[src/rtl/mem_bus_arbiter_pkg.sv]
// Shared types for the IFU/LSU memory bus arbiter.
package mem_bus_arbiter_pkg;

  typedef enum logic [1:0] {
    ST_IDLE = 2'd0,
    ST_REQ  = 2'd1,
    ST_RESP = 2'd2
  } state_e;

  typedef enum logic {
    OWNER_IFU = 1'b0,
    OWNER_LSU = 1'b1
  } owner_e;

endpackage

[src/rtl/mem_bus_arbiter.sv]
// Arbitrates the single core memory bus between the fetch unit (IFU) and the
// load/store unit (LSU). One transaction in flight at a time; the LSU wins
// ties unless it has already taken MAX_LSU_STREAK grants while the IFU waits.
// Fetch responses hit by a pipeline redirect are consumed but not forwarded.
module mem_bus_arbiter
  import mem_bus_arbiter_pkg::*;
#(
  parameter int ADDR_W         = 32,
  parameter int DATA_W         = 32,
  parameter int MAX_LSU_STREAK = 4
) (
  input  logic                clk,
  input  logic                reset,
  input  logic                flush,
  // fetch port
  input  logic                ifu_req_valid,
  output logic                ifu_req_ready,
  input  logic [ADDR_W-1:0]   ifu_addr,
  output logic                ifu_resp_valid,
  output logic [DATA_W-1:0]   ifu_rdata,
  output logic                ifu_resp_err,
  // load/store port
  input  logic                lsu_req_valid,
  output logic                lsu_req_ready,
  input  logic [ADDR_W-1:0]   lsu_addr,
  input  logic                lsu_wen,
  input  logic [DATA_W-1:0]   lsu_wdata,
  input  logic [DATA_W/8-1:0] lsu_wmask,
  output logic                lsu_resp_valid,
  output logic [DATA_W-1:0]   lsu_rdata,
  output logic                lsu_resp_err,
  // downstream bus
  output logic                bus_req_valid,
  input  logic                bus_req_ready,
  output logic [ADDR_W-1:0]   bus_addr,
  output logic                bus_wen,
  output logic [DATA_W-1:0]   bus_wdata,
  output logic [DATA_W/8-1:0] bus_wmask,
  input  logic                bus_resp_valid,
  input  logic [DATA_W-1:0]   bus_rdata,
  input  logic                bus_resp_err
);

  localparam int MASK_W = DATA_W / 8;
  localparam int STRK_W = $clog2(MAX_LSU_STREAK + 1);
  localparam logic [STRK_W-1:0] STRK_MAX = STRK_W'(MAX_LSU_STREAK);

  // Control state
  state_e              state_q, state_d;
  owner_e              owner_q, owner_d;
  logic [STRK_W-1:0]   streak_q, streak_d;
  logic                drop_q, drop_d;

  // Latched request fields; only visible on the bus while in ST_REQ
  logic [ADDR_W-1:0]   addr_q, addr_d;
  logic                wen_q, wen_d;
  logic [DATA_W-1:0]   wdata_q, wdata_d;
  logic [MASK_W-1:0]   wmask_q, wmask_d;

  logic ifu_eligible;
  logic streak_full;
  logic grant_lsu;
  logic grant_ifu;
  logic resp_fire;
  logic in_req;

  // Grant decision, only meaningful in IDLE; a redirect blocks any IFU grant
  always_comb begin
    ifu_eligible = ifu_req_valid & ~flush;
    streak_full  = (streak_q == STRK_MAX);
    grant_lsu    = 1'b0;
    grant_ifu    = 1'b0;
    if (state_q == ST_IDLE) begin
      grant_lsu = lsu_req_valid & ~(streak_full & ifu_eligible);
      grant_ifu = ~grant_lsu & ifu_eligible;
    end
  end

  // Next-state: FSM, owner, streak, drop flag and request latch
  always_comb begin
    state_d  = state_q;
    owner_d  = owner_q;
    streak_d = streak_q;
    drop_d   = drop_q;
    addr_d   = addr_q;
    wen_d    = wen_q;
    wdata_d  = wdata_q;
    wmask_d  = wmask_q;
    unique case (state_q)
      ST_IDLE: begin
        drop_d = 1'b0;
        if (grant_lsu) begin
          state_d  = ST_REQ;
          owner_d  = OWNER_LSU;
          streak_d = streak_full ? streak_q : streak_q + STRK_W'(1);
          addr_d   = lsu_addr;
          wen_d    = lsu_wen;
          wdata_d  = lsu_wdata;
          wmask_d  = lsu_wmask;
        end else if (grant_ifu) begin
          state_d  = ST_REQ;
          owner_d  = OWNER_IFU;
          streak_d = '0;
          addr_d   = ifu_addr;
          wen_d    = 1'b0;
          wdata_d  = '0;
          wmask_d  = '0;
        end
      end
      ST_REQ: begin
        // An issued request always completes; a redirect only marks it stale
        if (flush && owner_q == OWNER_IFU) drop_d = 1'b1;
        if (bus_req_ready) state_d = ST_RESP;
      end
      ST_RESP: begin
        if (flush && owner_q == OWNER_IFU) drop_d = 1'b1;
        if (bus_resp_valid) begin
          state_d = ST_IDLE;
          drop_d  = 1'b0;
        end
      end
      default: state_d = ST_IDLE;
    endcase
  end

  // Control registers with asynchronous reset
  always_ff @(posedge clk or posedge reset) begin
    if (reset) begin
      state_q  <= ST_IDLE;
      owner_q  <= OWNER_IFU;
      streak_q <= '0;
      drop_q   <= 1'b0;
    end else begin
      state_q  <= state_d;
      owner_q  <= owner_d;
      streak_q <= streak_d;
      drop_q   <= drop_d;
    end
  end

  // Request field latch; outputs are gated by state so no reset is needed
  always_ff @(posedge clk) begin
    addr_q  <= addr_d;
    wen_q   <= wen_d;
    wdata_q <= wdata_d;
    wmask_q <= wmask_d;
  end

  // Output drive: readies, bus request fields and response routing
  always_comb begin
    in_req         = (state_q == ST_REQ);
    resp_fire      = (state_q == ST_RESP) & bus_resp_valid;
    ifu_req_ready  = grant_ifu & ~reset;
    lsu_req_ready  = grant_lsu & ~reset;
    bus_req_valid  = in_req;
    bus_addr       = in_req ? addr_q  : '0;
    bus_wen        = in_req & wen_q;
    bus_wdata      = in_req ? wdata_q : '0;
    bus_wmask      = in_req ? wmask_q : '0;
    // A redirect in the response cycle itself also suppresses the fetch data
    ifu_resp_valid = resp_fire & (owner_q == OWNER_IFU) & ~drop_q & ~flush;
    lsu_resp_valid = resp_fire & (owner_q == OWNER_LSU);
    ifu_rdata      = ifu_resp_valid ? bus_rdata : '0;
    ifu_resp_err   = ifu_resp_valid & bus_resp_err;
    lsu_rdata      = lsu_resp_valid ? bus_rdata : '0;
    lsu_resp_err   = lsu_resp_valid & bus_resp_err;
  end

endmodule

[config.mk]
export PLATFORM = sky130hd
export DESIGN_NAME = mem_bus_arbiter
export DESIGN_NICKNAME = d
export VERILOG_FILES = /design/src/rtl/mem_bus_arbiter_pkg.sv /design/src/rtl/mem_bus_arbiter.sv
export SDC_FILE = /design/constraint.sdc
export NUM_CORES = 1
export LEC_CHECK = 0
export BUFFER_PORTS_ARGS = -buffer_cell sky130_fd_sc_hd__buf_2
export CAP_MARGIN = 25
export CORE_ASPECT_RATIO = 0.5
export CORE_UTILIZATION = 42
export DETAILED_ROUTE_END_ITERATION = 12
export PLACE_DENSITY = 0.85
export SLEW_MARGIN = 30
export SYNTH_ARGS = -nofsm -noshare
export SYNTH_HDL_FRONTEND = slang
export SYNTH_SLANG_ARGS = --single-unit
[constraint.sdc]
create_clock -name clk -period 5.2 [get_ports clk]
set_input_delay 0.26 -clock clk [delete_from_list [all_inputs] [get_ports clk]]
set_output_delay 0.26 -clock clk [all_outputs]
set_load 0.005 [all_outputs]
==> metrics.md <==
| Metric | Value |
|---|---|
| Status | finished, final reports clean |
| Total GRT Usage | 0.207 |
| Hold WC Path Type | in2reg |
| Worst-path clk slew | 60 ps |
| CTS tree | done |
| Iteration-0 DRC Markers | 162 |
| CP max-delay cell | a21oi_4 |
| Initial antenna violation count | 0 |
| Crit path max fanout | 42 |
| Initial Util | 0.436 |
| Area leader, netlist | edfxtp_1 |
| Largest net degree at the start of global routing | 74 |
| Setup crit start kind | flop |
| Buf+Inv Stages, Crit Path | 2 |
| Total number of vias | 3479 |
| Vias per std cell | 4.55 |
| Pleak | 2.98 nW |
| Avg WL per Cell | 14.3 um |
| Grt ovf | 0 |
| Clock share of power | 0.240 |
| Post-route ant nets | 0 |
| Share of total power in combinational logic | 0.371 |
| Final-report hold violation count | 0 |
| Synthesized instance count | 353 |
| Rel. slew slack | 0.397 |
| Delay of the slowest critical-path stage | 590 ps |
| Cts repair resizes | 0 |
| Height of the chip | 72.3 um |
| Yosys reg bits | 76 |
| Nets | 772 |
| Max-Cap Viols | 0 |
| RSZ-0062 raised after global routing | false |
| Final TNS setup | 0 ps |
| Number of enable flip-flop cells after synthesis | 69 |
| Ant diodes | 0 |
| Syn_nets | 500 |
| P_int | 1.73 mW |
| Largest cells by area after synthesis | edfxtp_1 (50%), and2_1 (26%), mux2_2 (8.1%) |
| WP data required | 5270 ps |
| Clk sink count | 76 |
| FP Rows | 25 |
| DIE AREA | 10300 um^2 |
| Yosys cell types | 33 |
| Post-synth top area share | 0.500 |
| TritonRoute pass-1 iters | 4 |
| Fmax | 369 MHz |
| Switch Pwr | 0.795 mW |
| Final worst path period share | 0.521 |
| Ports | 281 |
| Post-synthesis sequential area ratio | 0.542 |
| Die width | 143 um |
| Sequential power share | 0.389 |
| Synth Flop Type | edfxtp_1 |
| DP HPWL | 8.14 mm |
| Yosys Warn Count | 0 |
| H-tree Lvls | 3 |
| Post-route minimum period | 2710 ps |
| Clock tree buffer depth | 2 |
| Worst-Margin Slew | 904 ps |
| Async set-reset flop share out of synthesis | 0.0921 |
| Max-slew violations | 0 |
| Setup CP Type | reg2reg |
| Syn Std Cell Area | 4150 um^2 |
| Commonest cells after routing, fill and taps aside | buf_2 (280), and2_1 (174), edfxtp_1 (69) |
| Fraction of layout cells with a size suffix above 1 | 0.529 |
| RePlAce Congestion | 0.801 |
| Core Area | 9510 um^2 |
| Most common cell after layout, fill and taps aside | buf_2 |
| Max Clock Skew | 5.26 ps |
| Worst skew pair latency | 320 ps |
| Sw Ratio | 0.315 |
| Data arrival, critical path | 2780 ps |
| Critical path cell sequence | inv_1 -> ha_1 -> nand2_1 -> a21oi_4 -> buf_4 -> mux2_2 |
| Root buffer cell | clkbuf_16 |
| Total Routed Length | 11.0 mm |
| Vias in the first global route | 3366 |
| Drt drc | 0 |
| Crit end category | flop |
| Finish-stage setup viols | 0 |
| CTS buffer count | 9 |
| Pwr dens | 423 nW/um^2 |
| Design Power | 2.52 mW |
| Max IR drop VDD | 0.000243 V |
| First-pass GRT wire length | 16.2 mm |
| Top Family by Delay on Critical Path | buffers and inverters |
| Synth-to-Final Area Change | 43.7% |
| Syn_area_per_cell | 11.7 um^2 |
| PortBufs | 280 |
[area by class of cell]
cell class                 count  area, um^2
fill                         789        3550
sequential                    76        2250
multi-input combinational    246        1790
timing repair buffer         284        1430
clock buffer                   9         225
tap                          135         169
clock inverter                 7        67.6
inverter                       8        30.0
[cells in the mapped netlist, types with 2 or more instances]
cell type	number
mux2_1	2
nand2b_1	3
buf_2	2
nor2b_1	2
nand3b_1	2
nor2_1	3
clkbuf_1	17
mux2_2	30
nand2_1	3
a21oi_1	2
edfxtp_1	69
and2_1	174
ha_1	6
buf_6	3
inv_1	8
dfrtp_1	7
o21ai_0	4
[power by group through the flow]
| stage | Clock, mW | Sequential (mW) | Combinational, mW |
|---|---|---|---|
| after floorplan | 0 | 0.984 | 0.566 |
| after global placement | 0 | 0.977 | 0.902 |
| after detailed placement | 0 | 0.993 | 0.928 |
| after CTS | 0.612 | 0.982 | 0.951 |
| after global routing | 0.632 | 0.998 | 1.03 |
| final | 0.605 | 0.981 | 0.935 |
[flip-flops by register name, indices dropped and copies added, names as in the netlist]
name / cells
drop_q: 1
wen_q: 1
addr_q: 32
streak_q: 3
owner_q: 1
wdata_q: 32
wmask_q: 4
state_q: 2
[kinds of logic (layout without fill, tap and decap cells)]
kind of cell,after synthesis,in the layout,share of synthesized area
simple gates,192,192,0.289
flops,76,76,0.542
mux,33,33,0.0893
buf+inv,31,308,0.0344
compound gates,15,15,0.0272
fa+ha+maj,6,6,0.0181
[worst register-to-register path, delay by kind of cell (launching register included)]
kind	cells	cell delay, ps
multiplexers	1	400
AO/OA/AOI/OAI	1	590
buffers and inverters	2	640
adder cells (fa/ha/maj)	1	270
AND/OR/NAND/NOR	1	130
flip-flops	1	420
[routing by layer]
metal  part of all wire  GRT usage  wire length, um  vias to the layer above
met5                  0          0                0                        -
met4              0.018     0.0669              201                        0
met3              0.049     0.0422              539                       18
met2               0.54      0.408             5930                      127
met1               0.39      0.224             4300                     1611
li1                   -          -                -                     1723
[timing repair]
action                    in CTS  in global routing
buffers inserted               0                  0
hold buffers                   1                  0
hold endpoints to repair       7                  0
[worst paths after layout]
| path | endpoint | startpoint | cells after the start | slack [ps] |
|---|---|---|---|---|
| setup / recovery | addr_q[1]$_DFFE_PP_ | state_q[0]$_DFFE_PP0P_ | 6 | 2490 |
| hold / removal | wdata_q[18]$_SDFFCE_PN0P_ | lsu_wdata[18] | 2 | 210 |
| setup reg to reg | addr_q[1]$_DFFE_PP_ | state_q[0]$_DFFE_PP0P_ | 6 | 2490 |
| hold reg to reg | streak_q[0]$_DFFE_PP0P_ | streak_q[0]$_DFFE_PP0P_ | 1 | 560 |
| max in group asynchronous | streak_q[0]$_DFFE_PP0P_ | reset | 3 | 4500 |
| min in group asynchronous | drop_q$_DFFE_PP0P_ | reset | 3 | 460 |
[through the flow]
step / setup slack [ps] / std cells / hold slack, ps / utilization / cell area (um^2)
after floorplan: 1010 / 353 / 68.4 / - / 4150
after global placement: 2610 / 747 / 224 / 0.593 / 5640
after detailed placement: 2470 / 747 / 230 / 0.594 / 5650
after CTS: 2480 / 764 / 204 / 0.626 / 5950
after global routing: 2300 / 765 / 203 / 0.627 / 5960
final: 2490 / 765 / 210 / 0.627 / 5960
(Power assumes the default switching activity.)
